<file path="src/rtl/gameplay_datapath_if.sv">
// Command/status bundle between the gameplay FSM (master) and its datapath (slave).
// The slave side also carries the position and redraw strobe consumed by the VGA stage.
interface gameplay_datapath_if;
    logic       ld_x;
    logic       ld_y;
    logic       enable;
    logic       inc_score;
    logic       dec_chances;
    logic [7:0] new_x_position;
    logic [6:0] new_y_position;
    logic       o;
    logic       c;
    logic [7:0] x_out;
    logic [6:0] y_out;
    logic [7:0] prev_x;
    logic [3:0] score;
    logic [3:0] chances;
    logic       draw_req;

    modport master (
        output ld_x, ld_y, enable, inc_score, dec_chances, new_x_position, new_y_position,
        input  o, c, x_out, y_out, prev_x, score, chances, draw_req
    );

    modport slave (
        input  ld_x, ld_y, enable, inc_score, dec_chances, new_x_position, new_y_position,
        output o, c, x_out, y_out, prev_x, score, chances, draw_req
    );
endinterface

</file>
<file path="src/rtl/gameplay_datapath.sv">
// Gameplay datapath: sliding block position, placed-block x, score, chances and redraw strobe.
// Define GAMEPLAY_DP_SPEEDUP_EN to shorten the move period by SPEED_STEP per advanced row.
module gameplay_datapath #(
    parameter int unsigned X_MAX        = 160,
    parameter int unsigned BLOCK_W      = 16,
    parameter int unsigned BASE_Y       = 104,
    parameter int unsigned TICK_DIV     = 833333,
    parameter int unsigned SPEED_STEP   = 100000,
    parameter int unsigned INIT_CHANCES = 3
) (
    input  logic                clk,
    input  logic                resetn,
    gameplay_datapath_if.slave  bus
);

    localparam int unsigned DIV_W   = (TICK_DIV > 1) ? $clog2(TICK_DIV) : 1;
    localparam logic [7:0]  X_TURN  = 8'(X_MAX - BLOCK_W);
    localparam logic [6:0]  Y_BASE  = 7'(BASE_Y);
    localparam logic [3:0]  CH_INIT = 4'(INIT_CHANCES);
    localparam logic [8:0]  W9      = 9'(BLOCK_W);

    typedef enum logic {DirRight, DirLeft} dir_e;

    logic [7:0]       x_q, x_d;
    logic [6:0]       y_q, y_d;
    logic [7:0]       prev_x_q, prev_x_d;
    dir_e             dir_q, dir_d;
    logic [DIV_W-1:0] div_q, div_d;
    logic [3:0]       score_q, score_d;
    logic [3:0]       chances_q, chances_d;
    logic             draw_q, draw_d;
    logic [2:0]       level_q, level_d;

    logic [31:0]      limit;
    logic             tick;
    logic             restart;
    logic             advance;

`ifdef GAMEPLAY_DP_SPEEDUP_EN
    logic [31:0] slowdown;

    always_comb begin
        slowdown = 32'(level_q) * SPEED_STEP;
        limit    = (slowdown < TICK_DIV) ? (TICK_DIV - slowdown) : 32'd1;
    end
`else
    always_comb begin
        limit = TICK_DIV;
    end
`endif

    // >= rather than == so a limit that shrinks below the current count still wraps.
    assign tick    = (32'(div_q) >= (limit - 32'd1));
    assign restart = bus.ld_y && (bus.new_y_position == Y_BASE);
    assign advance = bus.ld_y && (bus.new_y_position != y_q) && !restart;

    always_comb begin
        x_d       = x_q;
        y_d       = y_q;
        prev_x_d  = prev_x_q;
        dir_d     = dir_q;
        div_d     = div_q;
        score_d   = score_q;
        chances_d = chances_q;
        level_d   = level_q;

        if (bus.ld_x) begin
            x_d   = bus.new_x_position;
            div_d = '0;
            dir_d = DirRight;
        end else if (bus.enable) begin
            if (tick) begin
                div_d = '0;
                if (x_q >= X_TURN) begin
                    dir_d = DirLeft;
                    x_d   = x_q - 8'd1;
                end else if (x_q == 8'd0) begin
                    dir_d = DirRight;
                    x_d   = 8'd1;
                end else if (dir_q == DirRight) begin
                    x_d = x_q + 8'd1;
                end else begin
                    x_d = x_q - 8'd1;
                end
            end else begin
                div_d = div_q + DIV_W'(1);
            end
        end

        if (bus.ld_y) begin
            y_d = bus.new_y_position;
        end

        if (restart) begin
            score_d   = '0;
            chances_d = CH_INIT;
            level_d   = '0;
            prev_x_d  = '0;
        end else begin
            if (advance) begin
                prev_x_d = x_q;
                if (level_q != 3'd7) begin
                    level_d = level_q + 3'd1;
                end
            end
            if (bus.inc_score && (score_q != 4'd15)) begin
                score_d = score_q + 4'd1;
            end
            if (bus.dec_chances && (chances_q != 4'd0)) begin
                chances_d = chances_q - 4'd1;
            end
        end

        draw_d = (x_d != x_q) || (y_d != y_q);
    end

    always_ff @(posedge clk or negedge resetn) begin
        if (!resetn) begin
            x_q       <= '0;
            y_q       <= Y_BASE;
            prev_x_q  <= '0;
            dir_q     <= DirRight;
            div_q     <= '0;
            score_q   <= '0;
            chances_q <= CH_INIT;
            draw_q    <= 1'b0;
            level_q   <= '0;
        end else begin
            x_q       <= x_d;
            y_q       <= y_d;
            prev_x_q  <= prev_x_d;
            dir_q     <= dir_d;
            div_q     <= div_d;
            score_q   <= score_d;
            chances_q <= chances_d;
            draw_q    <= draw_d;
            level_q   <= level_d;
        end
    end

    // 9-bit compare so x + BLOCK_W near 255 does not wrap.
    logic [8:0] x9, p9;
    assign x9 = {1'b0, x_q};
    assign p9 = {1'b0, prev_x_q};

    assign bus.o        = ((x9 + W9) > p9) && ((p9 + W9) > x9);
    assign bus.c        = (chances_q != 4'd0);
    assign bus.x_out    = x_q;
    assign bus.y_out    = y_q;
    assign bus.prev_x   = prev_x_q;
    assign bus.score    = score_q;
    assign bus.chances  = chances_q;
    assign bus.draw_req = draw_q;

endmodule

</file>
<file path="src/flat_wrapper.sv">
// flat-port wrapper written by rule: the top's interface ports become plain ports
module gameplay_datapath_flat 
#(
    parameter int unsigned X_MAX        = 160,
    parameter int unsigned BLOCK_W      = 16,
    parameter int unsigned BASE_Y       = 104,
    parameter int unsigned TICK_DIV     = 833333,
    parameter int unsigned SPEED_STEP   = 100000,
    parameter int unsigned INIT_CHANCES = 3
)
  (clk, resetn, bus_ld_x, bus_ld_y, bus_enable, bus_inc_score, bus_dec_chances, bus_new_x_position, bus_new_y_position, bus_o, bus_c, bus_x_out, bus_y_out, bus_prev_x, bus_score, bus_chances, bus_draw_req);
  gameplay_datapath_if bus_i ();
  input  logic clk;
  input  logic resetn;
  input wire logic [$bits(bus_i.ld_x)-1:0] bus_ld_x;
  input wire logic [$bits(bus_i.ld_y)-1:0] bus_ld_y;
  input wire logic [$bits(bus_i.enable)-1:0] bus_enable;
  input wire logic [$bits(bus_i.inc_score)-1:0] bus_inc_score;
  input wire logic [$bits(bus_i.dec_chances)-1:0] bus_dec_chances;
  input wire logic [$bits(bus_i.new_x_position)-1:0] bus_new_x_position;
  input wire logic [$bits(bus_i.new_y_position)-1:0] bus_new_y_position;
  output wire logic [$bits(bus_i.o)-1:0] bus_o;
  output wire logic [$bits(bus_i.c)-1:0] bus_c;
  output wire logic [$bits(bus_i.x_out)-1:0] bus_x_out;
  output wire logic [$bits(bus_i.y_out)-1:0] bus_y_out;
  output wire logic [$bits(bus_i.prev_x)-1:0] bus_prev_x;
  output wire logic [$bits(bus_i.score)-1:0] bus_score;
  output wire logic [$bits(bus_i.chances)-1:0] bus_chances;
  output wire logic [$bits(bus_i.draw_req)-1:0] bus_draw_req;
  assign bus_i.ld_x = bus_ld_x;
  assign bus_i.ld_y = bus_ld_y;
  assign bus_i.enable = bus_enable;
  assign bus_i.inc_score = bus_inc_score;
  assign bus_i.dec_chances = bus_dec_chances;
  assign bus_i.new_x_position = bus_new_x_position;
  assign bus_i.new_y_position = bus_new_y_position;
  assign bus_o = bus_i.o;
  assign bus_c = bus_i.c;
  assign bus_x_out = bus_i.x_out;
  assign bus_y_out = bus_i.y_out;
  assign bus_prev_x = bus_i.prev_x;
  assign bus_score = bus_i.score;
  assign bus_chances = bus_i.chances;
  assign bus_draw_req = bus_i.draw_req;
  gameplay_datapath #(.X_MAX(X_MAX), .BLOCK_W(BLOCK_W), .BASE_Y(BASE_Y), .TICK_DIV(TICK_DIV), .SPEED_STEP(SPEED_STEP), .INIT_CHANCES(INIT_CHANCES)) u_core (.clk(clk), .resetn(resetn), .bus(bus_i));
endmodule
</file>
<file path="config.mk">
export PLATFORM = sky130hd
export DESIGN_NAME = gameplay_datapath_flat
export DESIGN_NICKNAME = d
export VERILOG_FILES = /design/src/rtl/gameplay_datapath_if.sv /design/src/rtl/gameplay_datapath.sv /design/src/flat_wrapper.sv
export SDC_FILE = /design/constraint.sdc
export NUM_CORES = 1
export LEC_CHECK = 0
export CAP_MARGIN = 20
export CORE_UTILIZATION = 49
export DETAILED_ROUTE_END_ITERATION = 8
export PLACE_DENSITY_LB_ADDON = 0.12
export SYNTH_ARGS = -nofsm -noshare
export SYNTH_HDL_FRONTEND = slang
export SYNTH_SLANG_ARGS = --single-unit
</file>
<file path="constraint.sdc">
create_clock -name clk -period 2.45 [get_ports clk]
set_clock_uncertainty 0.05 [all_clocks]
set_input_delay 0.735 -clock clk [delete_from_list [all_inputs] [get_ports clk]]
set_output_delay 0.735 -clock clk [all_outputs]
set_load 0.005 [all_outputs]
</file>
==> flow_metrics.py <==
metrics = {
    "yosys": {
        "yosysTopAreaCell": "dfrtp_1",
        "yosys-top-cells-area": "dfrtp_1 34%, ha_1 9.1%, nor2_1 5.7%, xor2_1 5.2%, xnor2_1 4.4%",
        "yosys_warnings": 0,
        "synth.most_common_cell": "nor2_1",
        "ys_seq_elements": 53,
        "syn_area_mm2": 0.00356,
        "syn-num-nets": 446,
        "synthCells": 398,
        "synth_edf_count": 0,
        "syn_avg_cell_area_um2": 8.94,
        "ys_types": 56,
        "synth_top_area_share_pct": 33.8,
        "ys.flop_type": "dfrtp_1",
        "seq_area_frac_synth_pct": 37.5,
        "synth.top_cells.by_count": "54 x nor2_1, 48 x dfrtp_1, 32 x nand2_1",
        "async_flop_share_pct": 100,
    },
    "routing": {
        "vias_per_cell": 5.46,
        "dr.pass1.iters": 4,
        "wl_mm": 8.92,
        "vias": 3277,
        "drtIter0Drc": 204,
        "wl_per_cell_um": 14.9,
        "drtAntennaViolNets": 0,
        "drc": 0,
    },
    "global_routing": {
        "antenna_found_initial": 0,
        "grt_max_degree": 41,
        "grt_pass1_vias": 3255,
        "grt_overflow": 0,
        "track_usage_pct": 25.2,
        "grt_first_pass_wirelength_mm": 15.0,
    },
    "worst_hold_path": {
        "holdCritPathClass": "in -> async",
    },
    "worst_setup_path": {
        "crit_buf_inv": 1,
        "setup.worst_path.end_class": "primary output",
        "crit_path_cell_trace": "ha_4 -> xor2_1 -> ha_1 -> o21a_1 -> o21ai_1 -> a21o_1 -> a221oi_2 -> buf_2",
        "cpPeakStageDelay_ns": 0.46,
        "slowest_stage": "dfrtp_2",
        "arrival_ns": 2.12,
        "cp_top_family": "compound AO/OA/AOI/OAI gates",
        "startpoint_type": "flip-flop",
        "path_max_fanout": 2,
        "crit_type": "reg -> out",
        "crit_required_ns": 1.66,
    },
    "place": {
        "post-place-ws_ns": -0.586,
        "gpl.final_weighted_congestion": 0.941,
        "io_buffer_count": 55,
        "hpwl_mm": 6.61,
    },
    "sta": {
        "finalSetupViolations": 1,
        "min_period_ns": 2.90,
        "worst_pin_slew_ns": 0.483,
        "fmaxAchievable_ghz": 0.344,
        "fin_ws_ns": -0.453,
        "maxSlewViolCount": 0,
        "timing.slew.headroom_pct": 67.5,
        "holdWs_ns": 0.255,
        "timing.final.crit_share_pct": 119,
        "rsz0062_at_grt": "true",
        "hold_viol_final": 0,
    },
    "final_layout": {
        "area_growth_pct": 37.3,
        "drive_gt1_share_pct": 21.4,
        "utilization_pct": 70.7,
        "antennaDiodeCount": 0,
        "final_nets": 551,
        "num-fill-cells": 587,
    },
    "cts": {
        "clkLatencyLatePin_ns": 0.31,
        "cts.clk_slew.worst_paths_ns": 0.10,
        "clock_sinks": 53,
        "root_buffer": "clkbuf_8",
        "cts_hold_buf": 0,
        "cts_tree": "built",
        "htree_levels": 2,
        "cts_buffers": 5,
        "clk_path_buf_depth": 2,
    },
    "floorplanning": {
        "start_util_pct": 51.5,
        "die-area_mm2": 0.00760,
        "rows": 30,
        "fp.dieH_um": 87.2,
        "die_x_um": 87.2,
        "io_pins": 56,
        "core_area_mm2": 0.00691,
    },
    "power": {
        "power.density_mw_per_mm2": 591,
        "pwr-share-seq_pct": 38.7,
        "netSwitchingPower_uw": 904,
        "pwr-share-clk_pct": 21.7,
        "comb_power_share_pct": 39.6,
        "total_leakage_power_nw": 2.12,
        "internal_power_mw": 1.98,
        "swShare_pct": 31.3,
        "peakVddDrop_mv": 0.542,
    },
    "outcome": {
        "outcome": "complete, but fails checks",
        "violations": "negative setup slack",
    },
    "run": {
        "maxCapViolCount": 0,
    },
}
path summary, 6_finish.rpt:
check                                      end  cells after the start                start  slack [ns]
setup / recovery                         bus_o                      8  u_core.bus.x_out[5]       -0.45
max in group asynchronous  u_core.bus.y_out[5]                      2               resetn        1.51
setup reg to reg           u_core.bus.x_out[3]                     11  u_core.bus.x_out[4]           0
min in group clk           u_core.bus.y_out[5]                      2  u_core.bus.y_out[5]        0.47
hold / removal             u_core.bus.score[1]                      1               resetn        0.26
hold reg to reg            u_core.bus.y_out[5]                      2  u_core.bus.y_out[5]        0.47
area by class of cell:
type / count / area [um^2] / share of cell area (%)
Clock buffer: 6 / 82.6 / 1.69
Clock inverter: 2 / 37.5 / 0.769
Inverter: 26 / 110 / 2.25
Multi-Input combinational cell: 304 / 2160 / 44.3
Sequential cell: 53 / 1340 / 27.3
Tap cell: 96 / 120 / 2.46
Timing Repair Buffer: 113 / 1030 / 21.2
logic make-up after synthesis:
logic type	synth area share, %
and+or+nand+nor	20.4
muxes	3.59
AOI/OAI and AO/OA	14.6
adders and majority gates	9.15
DFF	37.5
buffers and inverters	4.75
xor gates and xnor gates	10.1
layer usage:
metal  vias to the layer above  share of wire [%]  GRT usage [%]
li1                       1624                  -              -
met2                       100                 51           45.7
met4                         0               0.94           6.56
met5                         -                  0              0
met1                      1545                 43           31.4
met3                         8                4.8           3.60
cells in the final DEF (no fill, tap or decap), types with 8 or more instances in the layout:
cell type / instances
clkdlybuf4s50_1: 51
nor2_1: 53
xor2_1: 21
xnor2_1: 18
buf_4: 50
ha_1: 20
a21oi_1: 16
nand3_1: 10
o21ai_0: 13
nand4_1: 11
inv_1: 24
nor4_1: 8
nand2_1: 32
nor3_1: 11
dfrtp_1: 46
power by group through the flow:
stage / sequential, mW / clock [mW] / combinational, mW
after floorplan: 1.14 / 0 / 0.520
after global placement: 1.13 / 0 / 1.01
after detailed placement: 1.14 / 0 / 1.04
after CTS: 1.11 / 0.638 / 1.12
after global routing: 1.13 / 0.666 / 1.26
final: 1.12 / 0.627 / 1.14
sequential cells by signal, indices dropped and copies added (netlist names):
name / cells
u_core.bus.y_out: 7
u_core.bus.prev_x: 8
u_core.bus.x_out: 8
u_core.dir_q: 1
u_core.bus.score: 4
u_core.bus.chances: 4
u_core.bus.draw_req: 1
u_core.div_q: 20
metrics by stage:
stage	setup TNS, ns	area (um^2)	power, mW	std cells
after CTS	-0.448	4830	2.87	596
after global placement	-0.580	4560	2.15	581
after global routing	-0.759	4880	3.06	600
after detailed placement	-0.639	4560	2.18	581
after floorplan	0	3610	1.66	398
final	-0.453	4880	2.89	600
repair_timing:
item,CTS,global route
gates resized for setup,21,10
setup endpoints to repair,4,9
pin swaps,12,8
endpoints found under the hold margin,0,0
setup buffers,7,4
Power figures use the tool's default switching activity.
